$ cat src/rtl/bram_arb_pkg.sv
// -----------------------------------------------------------------------------
// bram_arb_pkg
// Shared helpers for the BRAM read-port arbiter.
//   safe_clog2 : index width for N items, never less than 1 bit so that a
//                single-requester build still has a legal vector width.
//   rr_next    : advances a round-robin pointer, wrapping after n-1 to 0.
//                n need not be a power of two, so a plain increment with
//                truncation would not wrap correctly.
// -----------------------------------------------------------------------------
package bram_arb_pkg;

  function automatic int safe_clog2(input int n);
    return (n <= 1) ? 1 : $clog2(n);
  endfunction

  function automatic int rr_next(input int idx, input int n);
    return (idx >= n - 1) ? 0 : idx + 1;
  endfunction

endpackage

$ cat src/rtl/bram_rd_arbiter_rr_arbiter.sv
// -----------------------------------------------------------------------------
// rr_arbiter
// Purely combinational round-robin pick. Scans req starting at ptr, wrapping
// at N-1 back to 0, and grants the first set bit.
// Ports:
//   req_i     [N]      request vector
//   ptr_i     [W_IDX]  highest-priority index (must be < N)
//   gnt_o     [N]      one-hot grant, all zero when nothing requests
//   gnt_idx_o [W_IDX]  binary index of the granted bit (0 when none)
//   any_o              at least one request present
// -----------------------------------------------------------------------------
module rr_arbiter
  import bram_arb_pkg::*;
#(
  parameter int N     = 4,
  parameter int W_IDX = safe_clog2(N)
) (
  input  logic [N-1:0]     req_i,
  input  logic [W_IDX-1:0] ptr_i,
  output logic [N-1:0]     gnt_o,
  output logic [W_IDX-1:0] gnt_idx_o,
  output logic             any_o
);

  localparam logic [N-1:0] ONE = N'(1);

  logic [N-1:0] reqRot;
  logic [N-1:0] gntRot;

  // Rotate the request vector so that ptr lands on bit 0 (the doubled copy
  // makes the rotate a plain shift), isolate the lowest set bit with the
  // two's-complement trick, then rotate the one-hot back into place by
  // shifting a doubled copy left and keeping the upper half.
  always_comb begin
    reqRot = N'({req_i, req_i} >> ptr_i);
    gntRot = reqRot & (~reqRot + ONE);
    gnt_o  = N'(({gntRot, gntRot} << ptr_i) >> N);
    any_o  = |req_i;
  end

  // One-hot to binary; the loop bound is the constant N.
  always_comb begin
    gnt_idx_o = '0;
    for (int i = 0; i < N; i++) begin
      if (gnt_o[i]) gnt_idx_o = W_IDX'(i);
    end
  end

endmodule

$ cat src/rtl/bram_rd_arbiter.sv
// -----------------------------------------------------------------------------
// bram_rd_arbiter
// Shares one synchronous-read BRAM port (1-cycle latency) between N_REQ
// requesters. Round-robin grant, at most one read in flight, responses are
// routed back to the requester that issued them.
// Ports:
//   clk, rst            clock; asynchronous active-low reset
//   req_addr_valid/ready/data  per-requester address stream, data packed as
//                       requester i at [i*W_ADDR +: W_ADDR]
//   rsp_valid/ready     per-requester response handshake
//   rsp_data            shared read data, qualified by rsp_valid[i]
//   en, addr            BRAM read enable and address
//   data_i              BRAM read data, valid one cycle after en
// -----------------------------------------------------------------------------
module bram_rd_arbiter
  import bram_arb_pkg::*;
#(
  parameter int N_REQ  = 4,
  parameter int W_DATA = 8,
  parameter int W_ADDR = 12
) (
  input  logic                      clk,
  input  logic                      rst,
  input  logic [N_REQ-1:0]          req_addr_valid,
  output logic [N_REQ-1:0]          req_addr_ready,
  input  logic [N_REQ*W_ADDR-1:0]   req_addr_data,
  output logic [N_REQ-1:0]          rsp_valid,
  input  logic [N_REQ-1:0]          rsp_ready,
  output logic [W_DATA-1:0]         rsp_data,
  output logic                      en,
  output logic [W_ADDR-1:0]         addr,
  input  logic [W_DATA-1:0]         data_i
);

  localparam int W_IDX = safe_clog2(N_REQ);

  logic             rsp_pend_q, rsp_pend_d;
  logic [W_IDX-1:0] rsp_tag_q,  rsp_tag_d;
  logic [W_IDX-1:0] rr_ptr_q,   rr_ptr_d;

  logic [N_REQ-1:0] gnt;
  logic [W_IDX-1:0] gntIdx;
  logic             anyValid;
  logic             rspAccept;
  logic             canIssue;
  logic             issue;

  rr_arbiter #(
    .N     (N_REQ),
    .W_IDX (W_IDX)
  ) u_rr (
    .req_i     (req_addr_valid),
    .ptr_i     (rr_ptr_q),
    .gnt_o     (gnt),
    .gnt_idx_o (gntIdx),
    .any_o     (anyValid)
  );

  // Response side depends only on registered state, so rsp_valid never has
  // a combinational path from any input.
  always_comb begin
    rsp_valid = '0;
    for (int i = 0; i < N_REQ; i++) begin
      rsp_valid[i] = rsp_pend_q & (rsp_tag_q == W_IDX'(i));
    end
    rsp_data = data_i;
  end

  // A new read may go out when nothing is pending or the pending response is
  // being taken this very cycle. Holding rst low closes the address handshake
  // even though the cleared state would otherwise allow an issue.
  always_comb begin
    rspAccept      = rsp_pend_q & rsp_valid[rsp_tag_q] & rsp_ready[rsp_tag_q];
    canIssue       = (~rsp_pend_q | rspAccept) & rst;
    issue          = canIssue & anyValid;
    en             = issue;
    req_addr_ready = gnt & {N_REQ{canIssue}};
  end

  // Address mux driven by the one-hot grant; forced to zero when idle.
  always_comb begin
    addr = '0;
    for (int i = 0; i < N_REQ; i++) begin
      if (gnt[i] && issue) addr = req_addr_data[i*W_ADDR +: W_ADDR];
    end
  end

  // Next-state: an issue takes precedence over a plain accept because the
  // slot is immediately refilled; the pointer moves past the winner.
  always_comb begin
    rsp_pend_d = rsp_pend_q;
    rsp_tag_d  = rsp_tag_q;
    rr_ptr_d   = rr_ptr_q;
    if (issue) begin
      rsp_pend_d = 1'b1;
      rsp_tag_d  = gntIdx;
      rr_ptr_d   = W_IDX'(rr_next(int'(gntIdx), N_REQ));
    end else if (rspAccept) begin
      rsp_pend_d = 1'b0;
    end
  end

  // State registers; reset drops any outstanding response immediately.
  always_ff @(posedge clk or negedge rst) begin
    if (!rst) begin
      rsp_pend_q <= 1'b0;
      rsp_tag_q  <= '0;
      rr_ptr_q   <= '0;
    end else begin
      rsp_pend_q <= rsp_pend_d;
      rsp_tag_q  <= rsp_tag_d;
      rr_ptr_q   <= rr_ptr_d;
    end
  end

endmodule
$ cat config.mk
export PLATFORM = sky130hd
export DESIGN_NAME = bram_rd_arbiter
export DESIGN_NICKNAME = d
export VERILOG_FILES = /design/src/rtl/bram_arb_pkg.sv /design/src/rtl/bram_rd_arbiter_rr_arbiter.sv /design/src/rtl/bram_rd_arbiter.sv
export SDC_FILE = /design/constraint.sdc
export NUM_CORES = 1
export LEC_CHECK = 0
export CAP_MARGIN = 20
export CORE_MARGIN = 1.5
export CORE_UTILIZATION = 30
export DETAILED_ROUTE_END_ITERATION = 8
export PLACE_DENSITY = 0.78
export SLEW_MARGIN = 0
export SYNTH_ARGS = -nofsm -noshare
export SYNTH_HDL_FRONTEND = slang
export SYNTH_SLANG_ARGS = --single-unit
$ cat constraint.sdc
create_clock -name clk -period 2.55 [get_ports clk]
set_input_delay 0.51 -clock clk [delete_from_list [all_inputs] [get_ports clk]]
set_output_delay 0.51 -clock clk [all_outputs]
set_load 0.005 [all_outputs]
==> results of run 1 <==
==> area by class of cell <==
cell class,instances,area [µm²],share of cell area (%)
multi-input cells,100,756,36.6
inverters,6,22.5,1.09
flip-flops and latches,5,126,6.12
repair buffers,119,1080,52.2
well taps,44,55.1,2.67
clock buffers,4,26.3,1.27
==> cell usage in the layout, fill, tap and decap left out, types with 10 or more instances in the layout <==
cell type	synthesis	routed
sky130_fd_sc_hd__a211oi_1	13	11
sky130_fd_sc_hd__a21oi_1	16	16
sky130_fd_sc_hd__a22oi_1	13	13
sky130_fd_sc_hd__buf_2	2	12
sky130_fd_sc_hd__buf_4	9	34
sky130_fd_sc_hd__clkdlybuf4s50_1	0	52
sky130_fd_sc_hd__dlygate4sd2_1	0	12
sky130_fd_sc_hd__nand2b_1	13	13
sky130_fd_sc_hd__o31ai_1	12	10
==> through the flow <==
stage	hold slack (ns)	total power, mW	cells	setup WS, ns	area, µm²
after floorplan	0.214	0.686	132	0.353	975
after global placement	0.514	1.19	262	-0.446	1930
after detailed placement	0.528	1.22	262	-0.521	1930
after CTS	0.336	1.43	277	0.00333	2060
after global routing	0.353	1.56	278	-0.00878	2060
final	0.341	1.45	278	0.0843	2060
==> cell families after synthesis <==
logic type                Yosys count  synth area share (%)
buffers and inverters              27                  14.9
AOI/OAI and AO/OA                  69                  51.6
DFF                                 5                  12.8
and+or+nand+nor                    28                  17.7
muxes                               2                  2.05
xor gates and xnor gates            1                 0.899
==> Yosys cell counts (3+ instances only) <==
cell type	number	area (µm²)
sky130_fd_sc_hd__a211oi_1	13	97.6
sky130_fd_sc_hd__nand2b_1	13	81.3
sky130_fd_sc_hd__a22oi_1	13	97.6
sky130_fd_sc_hd__dfrtp_1	5	125
sky130_fd_sc_hd__o31ai_1	12	90.1
sky130_fd_sc_hd__inv_1	6	22.5
sky130_fd_sc_hd__o21ai_0	5	25.0
sky130_fd_sc_hd__and2_1	5	31.3
sky130_fd_sc_hd__clkbuf_1	9	33.8
sky130_fd_sc_hd__a21oi_1	16	80.1
sky130_fd_sc_hd__buf_4	9	67.6
sky130_fd_sc_hd__nor2b_1	3	18.8
==> registers in the layout, summed over array words and instances (netlist names) <==
signal	flops
rr_ptr_q	2
rsp_pend_q	1
rsp_tag_q	2
==> worst max path at each step <==
stage,startpoint,to,slack [ns],cells after the start
global route,rsp_tag_q[0]$_DFFE_PN0N_,addr[2],-0.009,8
global placement,req_addr_valid[2],addr[5],-0.45,5
floorplan,req_addr_valid[2],addr[10],0.35,6
finish,rsp_tag_q[0]$_DFFE_PN0N_,addr[9],0.08,8
CTS,req_addr_valid[0],addr[10],0.003,8
detailed placement,rsp_ready[1],addr[9],-0.52,7
==> what timing repair did <==
item	CTS	global route
gates cloned	1	0
resized for setup	78	7
pin swaps	11	2
hold buffers	0	0
buffers inserted	10	1
setup endpoints to repair	17	11
==> power by group through the flow <==
stage | Clock, mW | Combinational (mW) | Sequential, mW
after floorplan | 0 | 0.555 | 0.131
final | 0.0890 | 1.17 | 0.189
after global placement | 0 | 1.01 | 0.176
after CTS | 0.0917 | 1.15 | 0.188
after global routing | 0.0992 | 1.27 | 0.198
after detailed placement | 0 | 1.04 | 0.181
==> layer usage <==
layer,wire (µm),share of wire (%)
met4,13,0.33
met3,239,6.1
met1,1650,42
met5,0,0
met2,2010,51
==> impl_metrics.env, run 1 <==
export IMPL_worstReg2RegEnd="rr_ptr_q[1]$_DFFE_PN0N_"
export IMPL_chip_width_um=60
export IMPL_max_cap_violations=0
export IMPL_setup_viol=0
export IMPL_slack_of_the_worst_reg_to_reg_path_ns=0.56
export IMPL_tightestPinTransition_ns=0.354
export IMPL_worst_r2r_cell_count=8
export IMPL_grt_setup_unrepaired="true"
export IMPL_cp_max_fo=5
export IMPL_drt_wirelength_per_cell_um=14.1
export IMPL_global_route_usage_met2_pct=41.6
export IMPL_worst_path_buf_inv=4
export IMPL_grt_use_total_pct=22.6
export IMPL_initial_core_utilization_pct=31.7
export IMPL_portion_of_the_post_synthesis_area_used_by_sequential_elements_pct=12.8
export IMPL_internal_power_uw=847
export IMPL_worstPathArrival_ns=1.96
export IMPL_worst_slew_slack_as_a_fraction_of_its_limit_pct=76.4
export IMPL_synthesis_yosys_warnings=0
export IMPL_grt_first_pass_wirelength_um=6420
export IMPL_postSynthRegisterBits=5
export IMPL_detailed_place_hpwl_um=2980
export IMPL_detailedRoute_firstPassIterationCount=6
export IMPL_cpLargestDelayFamily="compound AO/OA/AOI/OAI gates"
export IMPL_gpl_final_weighted_congestion=0.790
export IMPL_floorplan_die_area_um2=3600
export IMPL_floorplan_rows=20
export IMPL_path_cells="mux2i_4 > a221oi_4 > buf_6 > buf_12 > buf_4 > o31ai_2 > a211oi_2 > buf_2"
export IMPL_final_max_slew_violation_count=0
export IMPL_detail_route_antenna_nets=0
export IMPL_slowest_delay_ns=0.46
export IMPL_coreArea_um2=3080
export IMPL_setup_worst_path_start_class="flip-flop"
export IMPL_clkSlewWorstSetupHoldPaths_ns=0.05
export IMPL_power_switching_share_pct=41.4
export IMPL_cts_inserted_buffers=3
export IMPL_area_growth_synth_to_final_pct=112
export IMPL_drt_drc_violations_left=0
export IMPL_max_freq_mhz=406
export IMPL_cp_required_ns=2.04
export IMPL_setup_worst_path_class="flip-flop to output port"
export IMPL_top_flip_flop_cell_by_instance_count_after_synthesis="sky130_fd_sc_hd__dfrtp_1"
export IMPL_cts_htree_levels=1
export IMPL_worstReg2RegStart="rsp_tag_q[0]$_DFFE_PN0N_"
export IMPL_count_of_different_cell_masters_after_synthesis=29
export IMPL_clock_sinks=5
export IMPL_postSynth_asyncResetShare_pct=100
export IMPL_globalRoute_busiestLayer="met2"
export IMPL_placement_io_buffers=78
export IMPL_synth_net_count=198
export IMPL_grt_max_degree=14
export IMPL_cts_buffer_depth=2
export IMPL_clkLatencyLatePin_ns=0.23
export IMPL_globalRoute_totalOverflow=0
export IMPL_ir_drop_v=0.000262
export IMPL_synthesis_instances=132
export IMPL_synth_cell_area_um2=975
export IMPL_avgSynthCellArea_um2=7.38
export IMPL_synth_edf_count=0
export IMPL_root_buffer="sky130_fd_sc_hd__clkbuf_4"
export IMPL_finalCritPeriodShare_pct=96.7
export IMPL_run_status="finished, final reports clean"
export IMPL_vias=1438
export IMPL_drt_iter0_markers=44
export IMPL_min_period_ns=2.47
export IMPL_power_share_combinational_pct=80.8
export IMPL_fp_dieH_um=60
export IMPL_fin_setup_tns_ns=0
export IMPL_finalNetCount=301
export IMPL_finalClockSkew_ns=0.00422
export IMPL_drt_total_wl_um=3920
export IMPL_min_delay_path_class="primary input to async pin"
export IMPL_grtUsageMet1_pct=28.3
export IMPL_share_clk_of_total_power_pct=6.2
export IMPL_viasPerCell=5.17
export IMPL_end_kind="output port"
export IMPL_seqPwrFrac_pct=13.1
export IMPL_timing_critical_path_slowest_stage_cell="sky130_fd_sc_hd__dfrtp_2"
export IMPL_post_route_cells_drive_above_1_share_pct=30.8
export IMPL_io_pin_count=95
export IMPL_diodes=0
export IMPL_netSwitchingPower_uw=599
export IMPL_cellLeakagePower_nw=0.895
export IMPL_utilization_pct=67.0
export IMPL_tritoncts_clock_tree="done"
export IMPL_grt_pass1_vias=1453
export IMPL_antenna_found_initial=0
export IMPL_filler_cell_count=263
export IMPL_gr_usage_met3_pct=3.03
export IMPL_power_density_relative_to_cell_area_nw_per_um2=701
export IMPL_hold_viol=0
Note: power is estimated with default switching activity, not from simulation.
==> inputs of run 2 (changes only) <==
MAX_ROUTING_LAYER = met4   (was not set)
clock period = 3 ns   (was 2.55 ns; I/O delays follow)
==> run 2 against run 1 <==
  * First-iteration DRC count decreased by 39%
  * Sequential power fell by 17%
  * Final cell count shrank 4.0%
  * Clock power fell by 15%
  * Final area shrank 3.2%
  * Sequential cell count unchanged
  * Die area stayed put
  * Highest routed layer unchanged
  * Total power shrank 23%
  * Non-clock buffer count fell by 11
  * Combinational power is 24% lower
  * Register-to-register slack better by 0.57 ns
  * Wire length is 5.5% lower
  * Critical path type is now primary input to output port
==> impl_metrics.env, run 2 (synthesis gave the netlist of run 1 again) <==
export IMPL_detailedRoute_firstPassIterationCount=4
export IMPL_coreArea_um2=3080
export IMPL_reg_top3="rr_ptr_q: 2 flops, rsp_tag_q: 2 flops, rsp_pend_q: 1 flops"
export IMPL_tritoncts_clock_tree="done"
export IMPL_holdBufCountCts=0
export IMPL_fin_setup_tns_ns=0
export IMPL_seqPwrFrac_pct=14.0
export IMPL_cts_htree_levels=1
export IMPL_final_cells=267
export IMPL_drt_iter0_markers=27
export IMPL_area_growth_synth_to_final_pct=105
export IMPL_cellLeakagePower_nw=0.880
export IMPL_grt_setup_unrepaired="false"
export IMPL_detail_route_antenna_nets=0
export IMPL_floorplan_rows=20
export IMPL_finalCritPeriodShare_pct=97.4
export IMPL_layout_cells_most_common="sky130_fd_sc_hd__clkdlybuf4s50_1"
export IMPL_end_kind="output port"
export IMPL_drt_wirelength_per_cell_um=13.9
export IMPL_power_switching_share_pct=41.9
export IMPL_timing_critical_path_slowest_stage_cell="sky130_fd_sc_hd__clkdlybuf4s50_1"
export IMPL_gpl_final_weighted_congestion=0.778
export IMPL_vias=1374
export IMPL_detailed_place_hpwl_um=2920
export IMPL_worst_slew_slack_as_a_fraction_of_its_limit_pct=78.4
export IMPL_internal_power_uw=648
export IMPL_run_status="finished, final reports clean"
export IMPL_grt_pass1_vias=1383
export IMPL_viasPerCell=5.15
export IMPL_antenna_found_initial=0
export IMPL_post_route_cells_drive_above_1_share_pct=19.3
export IMPL_clock_sinks=5
export IMPL_clkLatencyLatePin_ns=0.24
export IMPL_max_freq_mhz=342
export IMPL_globalRoute_totalOverflow=0
export IMPL_clkSlewWorstSetupHoldPaths_ns=0.04
export IMPL_initial_core_utilization_pct=31.7
export IMPL_min_delay_path_class="flip-flop to flip-flop"
export IMPL_max_cap_violations=0
export IMPL_postLayoutSetupSlackWorst_ns=0.0780
export IMPL_floorplan_die_area_um2=3600
export IMPL_setup_viol=0
export IMPL_drt_drc_violations_left=0
export IMPL_worst_path_buf_inv=4
export IMPL_place_inst=260
export IMPL_worstPathArrival_ns=2.32
export IMPL_netSwitchingPower_uw=468
export IMPL_setup_worst_path_start_class="primary input"
export IMPL_filler_cell_count=282
export IMPL_chip_width_um=60
export IMPL_cts_buffer_depth=2
export IMPL_drt_total_wl_um=3700
export IMPL_fp_dieH_um=60
export IMPL_grt_max_degree=14
export IMPL_share_clk_of_total_power_pct=6.8
export IMPL_cpLargestDelayFamily="buffers and inverters"
export IMPL_cp_max_fo=7
export IMPL_placement_io_buffers=78
export IMPL_diodes=0
export IMPL_path_cells="clkdlybuf4s50_1 > mux2i_2 > a221oi_4 > buf_4 > buf_6 > o31ai_1 > a211oi_1 > dlygate4sd2_1"
export IMPL_hold_viol=0
export IMPL_root_buffer="sky130_fd_sc_hd__clkbuf_4"
export IMPL_cp_required_ns=2.40
export IMPL_slowest_delay_ns=0.47
export IMPL_finalClockSkew_ns=0.00281
export IMPL_grt_first_pass_wirelength_um=5810
export IMPL_power_share_combinational_pct=79.2
export IMPL_final_cell_mix="sky130_fd_sc_hd__clkdlybuf4s50_1, sky130_fd_sc_hd__buf_4, sky130_fd_sc_hd__a21oi_1, sky130_fd_sc_hd__dlygate4sd2_1"
export IMPL_final_max_slew_violation_count=0
export IMPL_finalNetCount=290
export IMPL_setup_worst_path_class="primary input to output port"
export IMPL_power_density_relative_to_cell_area_nw_per_um2=559
export IMPL_io_pin_count=95
export IMPL_placement_setup_worst_slack_ns=-0.196
export IMPL_grt_use_total_pct=21.3
export IMPL_cts_inserted_buffers=3
export IMPL_min_period_ns=2.92
export IMPL_tightestPinTransition_ns=0.315
export IMPL_ir_drop_v=0.000191
run 2: cell types whose count changed in the layout (fill, tap and decap cells not counted), moves of 4 or more:
cell / before / now
sky130_fd_sc_hd__dlygate4sd2_1: 12 / 16
sky130_fd_sc_hd__buf_4: 34 / 26
sky130_fd_sc_hd__clkdlybuf4s50_1: 52 / 60
sky130_fd_sc_hd__buf_2: 12 / 0
run 2: power groups by stage:
stage          sequential, mW  clock, mW  combinational (mW)
2_1_floorplan           0.111          0               0.472
3_3_place_gp            0.152          0               0.849
3_5_place_dp            0.156          0               0.871
4_1_cts                 0.156     0.0803               0.867
5_1_grt                 0.163     0.0839               0.957
6_report                0.157     0.0758               0.884
run 2: final cells by class:
cell class	instances	area, µm²	share of cell area, %
tap	44	55.1	2.76
inverter	6	22.5	1.13
timing repair buffer	108	1020	51.3
multi-input combinational	100	744	37.3
clock buffer	4	26.3	1.32
sequential	5	125	6.27
run 2: path summary, 6_finish.rpt:
| path | cells past startpoint | slack (ns) | start | to |
|---|---|---|---|---|
| min in group asynchronous | 2 | 0.68 | rst | rsp_tag_q[1]$_DFFE_PN0N_ |
| worst max register to register | 7 | 1.13 | rsp_tag_q[0]$_DFFE_PN0N_ | rsp_tag_q[0]$_DFFE_PN0N_ |
| worst min register to register | 1 | 0.54 | rsp_tag_q[1]$_DFFE_PN0N_ | rsp_tag_q[1]$_DFFE_PN0N_ |
| worst max-delay path | 8 | 0.08 | rsp_ready[0] | addr[6] |
| worst min-delay path | 1 | 0.54 | rsp_tag_q[1]$_DFFE_PN0N_ | rsp_tag_q[1]$_DFFE_PN0N_ |
| max in group asynchronous | 2 | 2.21 | rst | rr_ptr_q[0]$_DFFE_PN0N_ |
run 2: worst reg2reg max path, cell delays in order, from the launching register on:
cell and delay (ns):
sky130_fd_sc_hd__dfrtp_1 0.46, sky130_fd_sc_hd__mux2i_1 0.36, sky130_fd_sc_hd__a221oi_4 0.12, sky130_fd_sc_hd__buf_6 0.15, sky130_fd_sc_hd__buf_4 0.13, sky130_fd_sc_hd__and2_1 0.14, sky130_fd_sc_hd__buf_4 0.14, sky130_fd_sc_hd__a211o_1 0.25
run 2: what timing repair did:
action | 4_1_cts | 5_1_grt
setup endpoints to repair | 16 | 7
buffers inserted | 2 | 1
pin swaps | 2 | 4
resized for setup | 24 | 6
run 2: routing by layer:
layer,GRT usage [%],part of all wire [%],vias up
li1,-,-,680
met1,24.5,41,636
met2,38.4,53,56
met3,3.03,5.7,2
met4,5.40,0.35,0
met5,-,0,-
run 2: stage by stage:
stage                     util (%)  total power [mW]  area [µm²]  hold WS (ns)
after detailed placement      62.2              1.03        1920         0.522
after global routing          64.9              1.20        2000         0.562
after global placement        62.2              1.00        1920         0.514
after CTS                     63.9              1.10        1970         0.535
after floorplan                  -             0.583         975         0.304
final                         64.9              1.12        2000         0.538
